$ cat config.mk
export PLATFORM = sky130hd
export DESIGN_NAME = xip_spi_reader_flat
export DESIGN_NICKNAME = d
export VERILOG_FILES = /design/src/rtl/xip_spi_reader_pkg.sv /design/src/rtl/xip_spi_reader_if.sv /design/src/rtl/xip_spi_reader_sclk_div.sv /design/src/rtl/xip_spi_reader.sv /design/src/flat_wrapper.sv
export SDC_FILE = /design/constraint.sdc
export NUM_CORES = 1
export LEC_CHECK = 0
export CORE_ASPECT_RATIO = 1.4
export CORE_MARGIN = 2
export CORE_UTILIZATION = 55
export DETAILED_ROUTE_END_ITERATION = 10
export GPL_TIMING_DRIVEN = 0
export PLACE_DENSITY = 0.79
export SETUP_SLACK_MARGIN = 0.02
export SYNTH_ARGS = -nofsm -noshare
export SYNTH_HDL_FRONTEND = slang
export SYNTH_HIERARCHICAL = 1
export SYNTH_SLANG_ARGS = --single-unit
$ cat constraint.sdc
create_clock -name clk -period 4.3 [get_ports clk]
set_input_delay 1.29 -clock clk [delete_from_list [all_inputs] [get_ports clk]]
set_output_delay 1.29 -clock clk [all_outputs]
set_load 0.02 [all_outputs]
$ cat src/rtl/xip_spi_reader_pkg.sv
// Purpose : shared constants, FSM state type and byte-order helper for the
//           execute-in-place SPI flash read engine.
// Contents: XIP_CMD_READ   - SPI READ opcode sent ahead of the address
//           XIP_FRAME_BITS - command + address + data bits per frame
//           xip_state_t    - engine FSM states
//           xip_byte_swap  - reorders a received stream into a little-endian word
package xip_pkg;

    localparam logic [7:0] XIP_CMD_READ   = 8'h03;
    localparam int         XIP_FRAME_BITS = 64;
    localparam int         XIP_BIT_CNT_W  = 6;

    typedef enum logic [1:0] {
        ST_IDLE  = 2'd0,
        ST_SHIFT = 2'd1,
        ST_RESP  = 2'd2,
        ST_GAP   = 2'd3
    } xip_state_t;

    // The flash streams byte 0 first, so byte 0 ends up in the top byte of the
    // receive register; the response word wants byte k at bits [8k+7:8k].
    function automatic logic [31:0] xip_byte_swap(input logic [31:0] w);
        return {w[7:0], w[15:8], w[23:16], w[31:24]};
    endfunction

endpackage

$ cat src/rtl/xip_spi_reader_if.sv
// Purpose : request/response bus between the instruction-fetch side and the
//           XIP flash read engine.
// Signals : req_valid/req_ready/req_addr - one 24-bit word-read request
//           rsp_valid/rsp_data           - one-cycle response pulse + held data
// Modports: master = fetch side, slave = read engine.
interface xip_spi_reader_if;

    logic        req_valid;
    logic        req_ready;
    logic [23:0] req_addr;
    logic        rsp_valid;
    logic [31:0] rsp_data;

    modport master (
        output req_valid,
        output req_addr,
        input  req_ready,
        input  rsp_valid,
        input  rsp_data
    );

    modport slave (
        input  req_valid,
        input  req_addr,
        output req_ready,
        output rsp_valid,
        output rsp_data
    );

endinterface

$ cat src/rtl/xip_spi_reader_sclk_div.sv
// Purpose : SPI half-period timer. Counts CLK_DIV system cycles per phase and
//           flags the last cycle of each phase, alternating low/high phases.
// Ports   : clk, arstn         - system clock, async active-low reset
//           i_en               - count enable (engine shifting or in the gap)
//           i_clr              - restart at the beginning of a low phase
//           o_phase_end        - this cycle is the last of the current phase
//           o_phase_is_high    - current phase is the SPI-clock-high phase
module xip_sclk_div #(
    parameter int CLK_DIV = 2
) (
    input  logic clk,
    input  logic arstn,
    input  logic i_en,
    input  logic i_clr,
    output logic o_phase_end,
    output logic o_phase_is_high
);

    localparam logic [7:0] CNT_MAX = 8'(CLK_DIV - 1);

    logic [7:0] r_cnt;
    logic       r_high;
    logic       w_last;

    assign w_last          = (r_cnt == CNT_MAX);
    assign o_phase_end     = i_en && w_last;
    assign o_phase_is_high = r_high;

    // Half-period counter; toggles the phase each time a phase completes.
    always_ff @(posedge clk or negedge arstn) begin
        if (!arstn) begin
            r_cnt  <= 8'd0;
            r_high <= 1'b0;
        end else if (i_clr) begin
            r_cnt  <= 8'd0;
            r_high <= 1'b0;
        end else if (i_en) begin
            if (w_last) begin
                r_cnt  <= 8'd0;
                r_high <= ~r_high;
            end else begin
                r_cnt  <= r_cnt + 8'd1;
                r_high <= r_high;
            end
        end else begin
            r_cnt  <= r_cnt;
            r_high <= r_high;
        end
    end

endmodule

$ cat src/rtl/xip_spi_reader.sv
// Purpose : execute-in-place SPI flash read engine. Turns a single 32-bit word
//           read request into an SPI mode-0 READ (0x03) frame: 8 command bits,
//           24 address bits, then 32 data bits captured from the flash and
//           returned as a little-endian word. One transaction at a time.
// Params  : CLK_DIV - SPI half-period in clk cycles (1..255)
// Ports   : clk, arstn        - system clock, async active-low reset
//           bus (slave)       - req_valid/req_ready/req_addr, rsp_valid/rsp_data
//           xip_csn           - flash chip select, active-low
//           xip_clk           - SPI clock, idles low
//           xip_sdo / xip_sdi - controller-to-flash / flash-to-controller data
module xip_spi_reader
    import xip_pkg::*;
#(
    parameter int CLK_DIV = 2
) (
    input  logic                    clk,
    input  logic                    arstn,
    xip_spi_reader_if.slave         bus,
    output logic                    xip_csn,
    output logic                    xip_clk,
    output logic                    xip_sdo,
    input  logic                    xip_sdi
);

    xip_state_t                 r_state;
    logic [31:0]                r_tx;
    logic [31:0]                r_rx;
    logic [31:0]                r_rsp_data;
    logic [XIP_BIT_CNT_W-1:0]   r_bit_cnt;
    logic                       r_csn;
    logic                       r_sclk;
    logic                       r_sdo;
    logic                       r_rsp_valid;
    logic                       r_req_ready;

    logic                       w_accept;
    logic                       w_div_en;
    logic                       w_phase_end;
    logic                       w_phase_high;
    logic [31:0]                w_tx_load;

    assign w_tx_load = {XIP_CMD_READ, bus.req_addr};
    assign w_accept  = (r_state == ST_IDLE) && bus.req_valid;
    assign w_div_en  = (r_state == ST_SHIFT) || (r_state == ST_GAP);

    xip_sclk_div #(
        .CLK_DIV (CLK_DIV)
    ) u_div (
        .clk             (clk),
        .arstn           (arstn),
        .i_en            (w_div_en),
        .i_clr           (w_accept),
        .o_phase_end     (w_phase_end),
        .o_phase_is_high (w_phase_high)
    );

    // Engine FSM; every pad and bus output is a flop updated here.
    always_ff @(posedge clk or negedge arstn) begin
        if (!arstn) begin
            r_state     <= ST_IDLE;
            r_tx        <= 32'd0;
            r_rx        <= 32'd0;
            r_rsp_data  <= 32'd0;
            r_bit_cnt   <= '0;
            r_csn       <= 1'b1;
            r_sclk      <= 1'b0;
            r_sdo       <= 1'b0;
            r_rsp_valid <= 1'b0;
            r_req_ready <= 1'b1;
        end else begin
            case (r_state)
                ST_IDLE: begin
                    r_rsp_valid <= 1'b0;
                    if (bus.req_valid) begin
                        r_state     <= ST_SHIFT;
                        r_tx        <= w_tx_load;
                        r_bit_cnt   <= '0;
                        r_csn       <= 1'b0;
                        r_sclk      <= 1'b0;
                        r_sdo       <= w_tx_load[31];
                        r_req_ready <= 1'b0;
                    end
                end
                ST_SHIFT: begin
                    if (w_phase_end) begin
                        if (!w_phase_high) begin
                            r_sclk <= 1'b1;
                        end else begin
                            // Falling edge: capture the flash bit and present
                            // the next outgoing bit (zeros once the address is out).
                            r_sclk    <= 1'b0;
                            r_rx      <= {r_rx[30:0], xip_sdi};
                            r_tx      <= {r_tx[30:0], 1'b0};
                            r_bit_cnt <= r_bit_cnt + 6'd1;
                            if (r_bit_cnt == 6'(XIP_FRAME_BITS - 1)) begin
                                r_state <= ST_RESP;
                                r_csn   <= 1'b1;
                                r_sdo   <= 1'b0;
                            end else begin
                                r_sdo   <= r_tx[30];
                            end
                        end
                    end
                end
                ST_RESP: begin
                    r_rsp_valid <= 1'b1;
                    r_rsp_data  <= xip_byte_swap(r_rx);
                    r_state     <= ST_GAP;
                end
                ST_GAP: begin
                    // Chip select stays high for one low + one high divider phase.
                    r_rsp_valid <= 1'b0;
                    if (w_phase_end && w_phase_high) begin
                        r_state     <= ST_IDLE;
                        r_req_ready <= 1'b1;
                    end
                end
                default: begin
                    r_state     <= ST_IDLE;
                    r_csn       <= 1'b1;
                    r_sclk      <= 1'b0;
                    r_sdo       <= 1'b0;
                    r_rsp_valid <= 1'b0;
                    r_req_ready <= 1'b1;
                end
            endcase
        end
    end

    assign bus.req_ready = r_req_ready;
    assign bus.rsp_valid = r_rsp_valid;
    assign bus.rsp_data  = r_rsp_data;
    assign xip_csn       = r_csn;
    assign xip_clk       = r_sclk;
    assign xip_sdo       = r_sdo;

endmodule

$ cat src/flat_wrapper.sv
// flat-port wrapper written by rule: the top's interface ports become plain ports
module xip_spi_reader_flat import xip_pkg::*;
#(
    parameter int CLK_DIV = 2
)
  (clk, arstn, xip_csn, xip_clk, xip_sdo, xip_sdi, bus_req_valid, bus_req_addr, bus_req_ready, bus_rsp_valid, bus_rsp_data);
  xip_spi_reader_if bus_i ();
  input  logic clk;
  input  logic arstn;
  output logic xip_csn;
  output logic xip_clk;
  output logic xip_sdo;
  input  logic xip_sdi;
  input wire logic [$bits(bus_i.req_valid)-1:0] bus_req_valid;
  input wire logic [$bits(bus_i.req_addr)-1:0] bus_req_addr;
  output wire logic [$bits(bus_i.req_ready)-1:0] bus_req_ready;
  output wire logic [$bits(bus_i.rsp_valid)-1:0] bus_rsp_valid;
  output wire logic [$bits(bus_i.rsp_data)-1:0] bus_rsp_data;
  assign bus_i.req_valid = bus_req_valid;
  assign bus_i.req_addr = bus_req_addr;
  assign bus_req_ready = bus_i.req_ready;
  assign bus_rsp_valid = bus_i.rsp_valid;
  assign bus_rsp_data = bus_i.rsp_data;
  xip_spi_reader #(.CLK_DIV(CLK_DIV)) u_core (.clk(clk), .arstn(arstn), .bus(bus_i), .xip_csn(xip_csn), .xip_clk(xip_clk), .xip_sdo(xip_sdo), .xip_sdi(xip_sdi));
endmodule
== Word-level counts from Yosys, hierarchy flattened ==
Index checks and enable logic that the tools add are counted.
Storage, ports and cells
  latch bits: 0
  memory bits (writable): 0
  register bits after elaboration: 117
  memories: 0
  bits in read-only memories: 0
  input bits: 28
  word-level logic and storage cells: 78
  output and inout port bits: 37
Operators by class
  shifts and indexed selects: 0
  multiplexer cells: 35
  $lt $le $gt $ge: 0
  $mul: 0
  bitwise operators: 1
  add/sub/neg operators: 2
  div/mod/pow operators: 0
  reductions and logical operators: 18
  eq/ne operators: 10
Operators with widths (number)
  $mux 31: 3
  $pmux 31 s2: 1
  $mux 8: 3
  $mux 6: 3
  $mux 1: 13
  $pmux 6 s2: 1
  $mux 2: 5
  $pmux 1 s2: 5
  $reduce_and 5->1: 2
  $reduce_bool 2->1: 5
  $reduce_and 3->1: 3
  $add 8x1->8 const B: 1
  $eq 8x1->1 const B: 1
  $ne 2x2->1 const B: 4
  $pmux 2 s4: 1
  $add 6x1->6 const B: 1
  $eq 6x6->1 const B: 1
  $eq 2x2->1 const B: 2
  $reduce_and 4->1: 1
  $logic_and 1x1->1: 3
  $eq 2x1->1 const B: 1
  $logic_not 2->1: 1
  $ne 2x1->1 const B: 1
  $reduce_and 2->1: 1
  other kinds (3): 3

== Longest topological paths before layout ==
  depth after elaboration: 6
  gate-level depth with buffers: 12
  gate-level depth less buffers: 8

== By module ==
Netlist, hierarchy kept.
Modules (own cells, without submodules)
  xip_spi_reader: cells each 308, sequential area each 2705.1 um^2, times used 1, area each 4667.0 um^2
  xip_sclk_div: cells each 53, sequential area each 225.2 um^2, times used 1, area each 516.7 um^2

== Worst setup path after synthesis ==
Ideal clock, no wire load.
  kind: reg-to-reg
  start: register u_core.r_state[1]
  end: register u_core.r_tx[18]
  arrival time: 3.091 ns
  setup time: 0.125 ns
  path buffers: 4
  setup slack: 1.084 ns
  stages on the path, launching flop included: 13
  data required time: 4.175 ns
  period minus slack after synthesis: 3.216 ns
  path through: dfrtp_1 inv_1 ha_1 buf_2 clkbuf_1 or2_2 buf_2 or4b_1 nor2_1 nand3_2 a21oi_4 buf_6 mux2_4
On the way
  word-level cells in the longest chain between the ends: 5
  elaborated cells on any way between the ends: 11
RTL lines
  start, declared: RTL line xip_spi_reader.sv:25  | xip_state_t r_state;
  start signal, assigned: RTL line xip_spi_reader.sv:60  | r_state <= ST_IDLE;
  start signal, assigned: RTL line xip_spi_reader.sv:75  | r_state <= ST_SHIFT;
  start signal, assigned: RTL line xip_spi_reader.sv:96  | r_state <= ST_RESP;
  $eq 2x1->1 / $eq 2x2->1 (equally long branches): RTL line xip_spi_reader.sv:44  | assign w_div_en = (r_state == ST_SHIFT) || (r_state == ST_GAP);
  $logic_or 1x1->1 (*): RTL line xip_spi_reader.sv:44
  via u_core.w_div_en: RTL line xip_spi_reader.sv:37  | logic w_div_en;
  $logic_and 1x1->1 (*): RTL line xip_spi_reader_sclk_div.sv:26  | assign o_phase_end = i_en && w_last;
  via u_core.w_phase_end: RTL line xip_spi_reader.sv:38  | logic w_phase_end;
  $ne 2x1->1 (no source line) (*)
  $reduce_and 4->1 (no source line) (*)
  end signal, assigned: RTL line xip_spi_reader.sv:76  | r_tx <= w_tx_load;
  end signal, assigned: RTL line xip_spi_reader.sv:93  | r_tx <= {r_tx[30:0], 1'b0};
  end, declared: RTL line xip_spi_reader.sv:26  | logic [31:0] r_tx;
The timed path passes the listed nets; every way through them passes the cells marked *.
A chain may end at the register's enable or synchronous reset.

== Worst setup path in the final report ==
  start: register u_core.r_state[1]
  end: register u_core.r_tx[23]
Same word-level chain as after synthesis.

==> results.md <==
- Num rows: about 40
- Non-Filler Instances: ~570
- Total GRT Usage: 0.204
- Routability-driven placement congestion ratio: 0.829
- Final min period: roughly 3.8 ns
- CP required: 4.59 ns
- Setup TNS: 0 ns
- Die X: 86.1 um
- Synth warnings: 6
- Cts hold-fix bufs: 0
- Cell Area, Placed: approximately 0.0060 mm2
- Endpoint type of the worst setup path: flip-flop
- Clk slew on worst S/H paths: around 0.050 ns
- Hold Violations, Final: 0
- Power density over the cells: ~620 mW/mm2
- Worst Reg2Reg Path Length in Cells: 12
- Clock Tree Root: clkbuf_16
- Min-Delay Path Class: flip-flop to flip-flop
- R2R Path End: u_core/r_tx[23]
- Post-Syn Area per Cell: between 10 and 15 um2
- Hpwl dp: about 6200 um
- Worst relative slew slack: 0.634
- Final Slew Violations: 0
- Die Height: between 100 and 150 um
- DIE AREA: between 0.01 and 0.015 mm2
- DRT antenna net count: 0
- Status: finished, final reports clean
- Cell taking the most area after synthesis: dfrtp_1
- DRT iter0 DRCs: between 100 and 150
- Ports: 65
- Antenna violations before repair: 0
- Top post-synthesis cells by area: dfrtp_1, mux2_2, mux2_4, ha_1, a22o_1
- DRT Wirelength: just under 10000 um
- Post-synth top cells: dfrtp_1, mux2_2, mux2_4
- Register area share after synthesis: 0.565
- Average wire per standard cell: ~17 um
- Lkg Pwr: approximately 0.0031 uW
- Critical path type: flip-flop to flip-flop
- H-tree depth: 4
- Max VDD drop: approximately 0.38 mV
- Achievable Freq: between 200 and 300 MHz
- Synth top area share: 0.555
- Worst-skew pair later-pin latency: ~0.41 ns
- Final setup viols: 0
- Top-count cell post-synth: dfrtp_1
- Layout Skew: roughly 0.0074 ns
- Slew of the pin with the lowest slew margin: roughly 0.55 ns
- Layout area overhead: 27.3%
- First-pass GRT wire length: 16000 um
- Post-CTS Setup Repair Bufs: 0
- N_diodes: 0
- Max_cap viols: 0
- Routed via count: about 3200
- Syn_nets: 397
- Synth Instances: roughly 360
- Reg2Reg Setup Slack: between 0.4 and 0.5 ns
- Synth Cell Area: 0.00518 mm2
- Tcrit/Tclk final: 0.886
- Fin area: around 0.0066 mm2
- CTS tree: done
- Largest net degree at the start of global routing: approximately 70
- Detail-routed via count per cell: between 5 and 6
- Critical R2R Launch: u_core/r_state[1]
- Critical Path Fanout Max: 10
- Synthesized flop and latch total: roughly 120
- CP arrival: just over 4 ns
- Core area: between 0.009 and 0.01 mm2
- Cts repair resizes: 0
- Nets: between 400 and 500
- Initial Util: 0.571
- Clock sink total: 117
- Drt first pass iters: 5
- Port bufs: 64
- Ys async rst share: 1.00
- Total congestion overflow: 0
- Drt drc: 0
- Distinct cells, synth: 53
- Total CTS buffers: 17
- Hold EP: u_core/xip_csn
- Clock Path Buffers: 2
- Final Total Pwr: 4120 uW
- Primary FF master, synth: dfrtp_1
- Vias in the first global route: ~3300
- Post-synth EDFFs: 0
- Hold path start: u_core/xip_csn
- Critical Path Start Type: flip-flop
- Unrepaired setup endpoints after global routing: false
- Cells after DPL: 533
- Layout cells sized above 1: 0.365
- Worst hold slack: 0.493 ns
- Hold Crit Depth: 2
## worst max-delay path: stages, from the launching register on
cell,delay (ns)
dfrtp_1,0.40
inv_1,0.13
ha_1,0.17
buf_2,0.16
clkbuf_1,0.39
or2_2,0.19
buf_2,0.18
or4b_1,0.52
nor2_1,0.39
nand3_2,0.22
a21oi_4,0.39
buf_6,0.23
mux2_4,0.31
## state kept, by name (all words and copies together) (netlist names)
signal and cells:
u_core/bus.rsp_data 32, u_core/r_bit_cnt 6, u_core/r_rx 32, u_core/bus.req_ready 1, u_core/bus.rsp_valid 1, u_core/xip_sdo 1, u_core/r_state 2, u_core/u_div/r_cnt 8
u_core/u_div/o_phase_is_high 1, u_core/r_tx 31, u_core/xip_clk 1, u_core/xip_csn 1
## metrics by stage
stage	setup WS, ns	util
3_3_place_gp	-2.45	0.656
6_report	0.491	0.727
4_1_cts	0.494	0.727
5_1_grt	0.223	0.727
2_1_floorplan	1.08	-
3_5_place_dp	0.542	0.659
## worst max path at each step
stage / endpoint / startpoint / slack, ns
floorplan: u_core/r_tx[18] / u_core/r_state[1] / 1.08
global placement: u_core/r_tx[5] / arstn / -2.45
detailed placement: u_core/r_tx[23] / u_core/r_state[1] / 0.54
CTS: u_core/r_tx[23] / u_core/r_state[1] / 0.49
global route: u_core/r_tx[23] / u_core/r_state[1] / 0.22
finish: u_core/r_tx[23] / u_core/r_state[1] / 0.49
## placed cells by master (no fill, tap or decap), drive strengths merged, types with 4 or more instances in the layout
cell / n
a21oi: 6
a22o: 7
buf: 15
clkbuf: 28
clkdlybuf4s50: 63
clkinv: 4
dfrtp: 115
ha: 8
inv: 8
mux2: 111
mux2i: 6
nand2: 10
nand2b: 7
nand3: 4
nor2: 6
o21ai: 5
or2: 4
## power by group
part | switching [uW] | internal (uW) | total (uW)
combinational | 561 | 686 | 1250
clock | 474 | 970 | 1440
sequential | 127 | 1300 | 1430
total | 1160 | 2960 | 4120
## logic make-up after synthesis
family	count (synthesis)	share of synthesized area
buffers and inverters	25	0.0249
DFF	117	0.565
adders and majority gates	8	0.0193
xor gates and xnor gates	2	0.00338
muxes	117	0.264
AOI/OAI and AO/OA	41	0.0632
and+or+nand+nor	51	0.0596
## final cells by class
cell class | instances | area [um2]
fill | 620 | 2480
timing repair buffer | 65 | 669
clock buffer | 24 | 492
clock inverter | 8 | 121
inverter | 8 | 30.0
buffer | 17 | 98.8
multi-input combinational | 219 | 2120
tap | 107 | 134
sequential | 117 | 2930
## layer usage
layer  vias up  track usage  part of all wire
met5         -            0                 0
met4         0        0.104             0.018
met3        12       0.0513             0.035
met2        66        0.338              0.53
met1      1602        0.243              0.42
li1       1487            -                 -
Note: power is estimated with default switching activity, not from simulation.
==> RTL edit 1: new RTL, same flow settings <==
Change the package constant `XIP_BIT_CNT_W` from 6 to 8.
--- a/src/rtl/xip_spi_reader_pkg.sv
+++ b/src/rtl/xip_spi_reader_pkg.sv
@@ -8,7 +8,7 @@
 
     localparam logic [7:0] XIP_CMD_READ   = 8'h03;
     localparam int         XIP_FRAME_BITS = 64;
-    localparam int         XIP_BIT_CNT_W  = 6;
+    localparam int         XIP_BIT_CNT_W  = 8;
 
     typedef enum logic [1:0] {
         ST_IDLE  = 2'd0,
Function: no difference found for any inputs over 10 cycles, from zero or initial values and one cycle with arstn low; that may be too few to reach the edited logic, so the function may still have changed.
==> RTL edit 1 against the original RTL <==
Sequential share of layout area increased by 1.7 points. Area after synthesis shrank 1.6%. Final cell count grew 19%. Non-clock buffer count rose by 7. Core utilization decreased by 1.0 points. Via count grew 19%. Cell area down 2.0%. Sequential cell count up 2. Setup slack worse by 0.11 ns. Routed wire length up 7.4%. Critical path type unchanged.
Power is not compared: it rests on default switching activity, and its combinational part moved more than twofold at a synthesized area within 25%.
==> RTL edit 1: results <==
set metrics [dict create \
    p_sw_frac 0.197 \
    ys_warn_count 6 \
    peakVddDrop_mv 0.328 \
    drive_above_1_share 0.141 \
    p_leak_nw 3.16 \
    place_ws_ns 0.259 \
    grtUsageTotal 0.225 \
    min-delay-path-class "register to register" \
    min-delay-start "u_core/r_tx[16]" \
    rr_worst_depth 14 \
    switching_power_w 0.000495 \
    wl_per_cell_um 15.5 \
    cp_slowest_cell "or4b_1" \
    sequentialPowerShare 0.446 \
    yosysSeqAreaShare 0.584 \
    nFillCells 654 \
    worstPathMaxFanout 10 \
    hold_end "u_core/r_tx[16]" \
    postCtsSetupBuffers 0 \
    first_pass_iters 4 \
    fin_crit_ns 3.92 \
    r2r_slack_ns 0.38 \
    path_delay_family "simple AND/OR/NAND/NOR gates" \
    cts_root_buf "clkbuf_16" \
    stdcell_count 673 \
    status "complete, no violations" \
    synth.area.top_cells "dfrtp_1 (57%), nand2_1 (9.5%), mux2_2 (7.3%)" \
    dp_hpwl_um 6920 \
    syn_area_per_cell_sq_um 10.9 \
    grt_pass1_vias 3892 \
    endpoint "u_core/r_bit_cnt[5]" \
    gp_congestion 0.828 \
    fin_worst_skew_ns 0.0111 \
    yosysMostFrequentCell "nand2_1" \
    grt_pass1_wl_um 18100 \
    netlist_top_cells_count "nand2_1 (129), dfrtp_1 (117), mux2_2 (33), o21ai_0 (26), mux2i_1 (23)" \
    synth.distinct_cells 53 \
    clkTransAtPathRegs_ns 0.05 \
    placed_cells 641 \
    vias 3764 \
    worstSkewPairLatency_ns 0.41 \
    tightest_slew_ns 0.746 \
    async_reset_ff_frac 1.00 \
    fin_util 0.717 \
    placed_area_sq_um 5900 \
    syn_nets 505 \
    nets 589 \
    hold_ws_ns 0.482 \
    clockBufferDepth 2 \
    drtIter0Drc 244 \
    grt_max_degree 106 \
    diodes 0 \
    pg_comb_w 0.0000493 \
    crit_path_start "u_core/r_state[1]" \
    whs_path_depth 2 \
    antenna_found_initial 0 \
]
-- RTL edit 1: layout make-up --
class                      instances  area share
timing repair buffer              65       0.103
clock buffer                      22      0.0717
tap                              107      0.0207
buffer                            24      0.0155
inverter                           7     0.00406
clock inverter                    10      0.0159
sequential                       119       0.461
multi-input combinational        319       0.308
-- RTL edit 1: per-layer routing --
| metal | GRT usage | part of all wire | vias up |
|---|---|---|---|
| li1 | - | - | 1772 |
| met1 | 0.275 | 0.41 | 1888 |
| met5 | 0 | 0 | - |
| met4 | 0.0704 | 0.0089 | 0 |
| met2 | 0.379 | 0.53 | 90 |
| met3 | 0.0687 | 0.048 | 14 |
-- RTL edit 1: repair_timing --
item,CTS,global route
setup endpoints to repair,0,14
hold buffers,0,0
gates resized for setup,0,1
-- RTL edit 1: cell families after synthesis --
group | synth area share
compound gates | 0.0898
xor+xnor | 0.0103
fa+ha+maj | 0.0196
buf+inv | 0.0245
flops | 0.584
mux | 0.118
simple gates | 0.153
==> RTL edit 2: new RTL, config.mk and constraints unchanged <==
Without the edit above. Re-encode `xip_state_t` (4 states) as one-hot, 4 bits wide.
--- a/src/rtl/xip_spi_reader_pkg.sv
+++ b/src/rtl/xip_spi_reader_pkg.sv
@@ -10,11 +10,11 @@
     localparam int         XIP_FRAME_BITS = 64;
     localparam int         XIP_BIT_CNT_W  = 6;
 
-    typedef enum logic [1:0] {
-        ST_IDLE  = 2'd0,
-        ST_SHIFT = 2'd1,
-        ST_RESP  = 2'd2,
-        ST_GAP   = 2'd3
+    typedef enum logic [3:0] {
+        ST_IDLE  = 4'b0001,
+        ST_SHIFT = 4'b0010,
+        ST_RESP  = 4'b0100,
+        ST_GAP   = 4'b1000
     } xip_state_t;
 
     // The flash streams byte 0 first, so byte 0 ends up in the top byte of the
Behaviour: no difference found for any inputs over 10 cycles, from zero or initial values and one cycle with arstn low; not proved beyond that.
==> RTL edit 2 against the original RTL <==
First-iteration DRC count rose by 44%. Area after synthesis is 2.0% lower. Core utilization fell by 0.74 points. Largest cell class unchanged. Via count increased by 7.5%. Sequential cell count up 2. Setup slack better by 0.42 ns. Hold slack got worse by 0.016 ns. Fmax up 12%. Cell area decreased by 2.1%. Routed wire length grew 2.6%.
Power is not compared: it rests on default switching activity, and its combinational part moved more than twofold at a synthesized area within 25%.
==> RTL edit 2: results <==
set metrics [dict create \
    rr_worst_depth 11 \
    grt_pass1_vias 3620 \
    cts_root_buf "clkbuf_16" \
    grt_pass1_wl_um 17100 \
    p_sw_frac 0.266 \
    crit_arrival_ns 3.68 \
    gp_congestion 0.814 \
    wl_per_cell_um 16.7 \
    min-delay-start "u_core/bus.rsp_valid" \
    synth.area.top_cells "dfrtp_1 (57%), mux2_2 (14%), a221oi_1 (3.8%)" \
    htreeDepth 4 \
    worstPathMaxFanout 10 \
    postCtsSetupBuffers 0 \
    cts_resized 0 \
    drive_above_1_share 0.253 \
    syn_nets 426 \
    clkTransAtPathRegs_ns 0.06 \
    ys_warn_count 6 \
    slowest_delay_ns 0.51 \
    cts_buffers 17 \
    peakVddDrop_mv 0.336 \
    fin_worst_skew_ns 0.00769 \
    viasPerCell 5.70 \
    grt_max_degree 84 \
    nets 510 \
    grtUsageTotal 0.215 \
    whs_path_depth 1 \
    path_delay_family "simple AND/OR/NAND/NOR gates" \
    status "complete, no violations" \
    diodes 0 \
    netlist_top_cells_count "dfrtp_1 (116), mux2_2 (64), nor3_1 (32), inv_1 (26), a221oi_1 (22)" \
    synth.distinct_cells 57 \
    placed_cells 567 \
    stdcell_count 597 \
    worstSkewPairLatency_ns 0.41 \
    syn_inst 395 \
    cp_slowest_cell "or4b_1" \
    p_leak_nw 3.02 \
    hold_end "u_core/bus.rsp_valid" \
    slew_headroom 0.403 \
    async_reset_ff_frac 1.00 \
    finalSetupViolations 0 \
    r2r_slack_ns 0.91 \
    yosysSeqAreaShare 0.587 \
    clockBufferDepth 2 \
    dp_hpwl_um 6700 \
    reg2reg_to "u_core/r_rx[5]" \
    min-delay-path-class "register to register" \
    report.final.slew_viol_count 0 \
    hold_ws_ns 0.477 \
    drtIter0Drc 176 \
    first_pass_iters 4 \
]
==> RTL edit 2: power by group through the flow <==
stage                     logic [W]  registers (W)  clock network [W]
after floorplan            0.000426        0.00134                  0
after global placement     0.000587        0.00134                  0
after detailed placement   0.000606        0.00135                  0
after CTS                  0.000612        0.00133            0.00141
after global routing       0.000688        0.00134            0.00145
final                      0.000607        0.00133            0.00138
==> RTL edit 2: final cells by class <==
type	instances	area, sq um
Buffer	24	129
Multi-Input combinational cell	225	1870
Timing Repair Buffer	65	669
Clock inverter	10	130
Inverter	27	101
Tap cell	107	134
Fill cell	607	2520
Clock buffer	20	447
Sequential cell	119	2980
==> RTL edit 2: kinds of logic (layout without fill, tap and decap cells) <==
group,Yosys count,after routing,share of synthesized area
AOI/OAI and AO/OA,72,72,0.111
xor gates and xnor gates,4,4,0.00690
adders and majority gates,3,3,0.00739
buffers and inverters,51,146,0.0453
DFF,119,119,0.587
muxes,67,67,0.148
and+or+nand+nor,79,79,0.0949
==> RTL edit 2: per-stage QoR <==
stage                     setup TNS (ns)  setup WS [ns]   util  instance area, sq um
after global placement           -294.13          -2.52  0.652                  5850
final                                  0          0.910  0.719                  6460
after CTS                              0          0.903  0.719                  6460
after global routing                   0          0.620  0.719                  6460
after floorplan                        0           1.44      -                  5080
after detailed placement               0          0.903  0.655                  5880
==> RTL edit 2: how the worst max path moves through the flow <==
stage / startpoint / cells after the start / endpoint
6_report: u_core/r_state[1] / 11 / u_core/r_rx[5]
3_3_place_gp: arstn / 1 / u_core/bus.rsp_data[19]
3_5_place_dp: bus_req_valid / 6 / u_core/u_div/r_cnt[5]
4_1_cts: u_core/r_state[1] / 11 / u_core/r_rx[5]
2_1_floorplan: u_core/r_state[1] / 11 / u_core/r_rx[5]
5_1_grt: u_core/r_state[1] / 11 / u_core/r_rx[5]
==> RTL edit 2: layer usage <==
metal	part of all wire	wire, um	GRT usage	up-vias
met2	0.51	5050	0.341	83
met5	0	0	0	-
met3	0.057	572	0.0771	12
met4	0.012	124	0.0913	0
met1	0.42	4210	0.265	1679
li1	-	-	-	1631
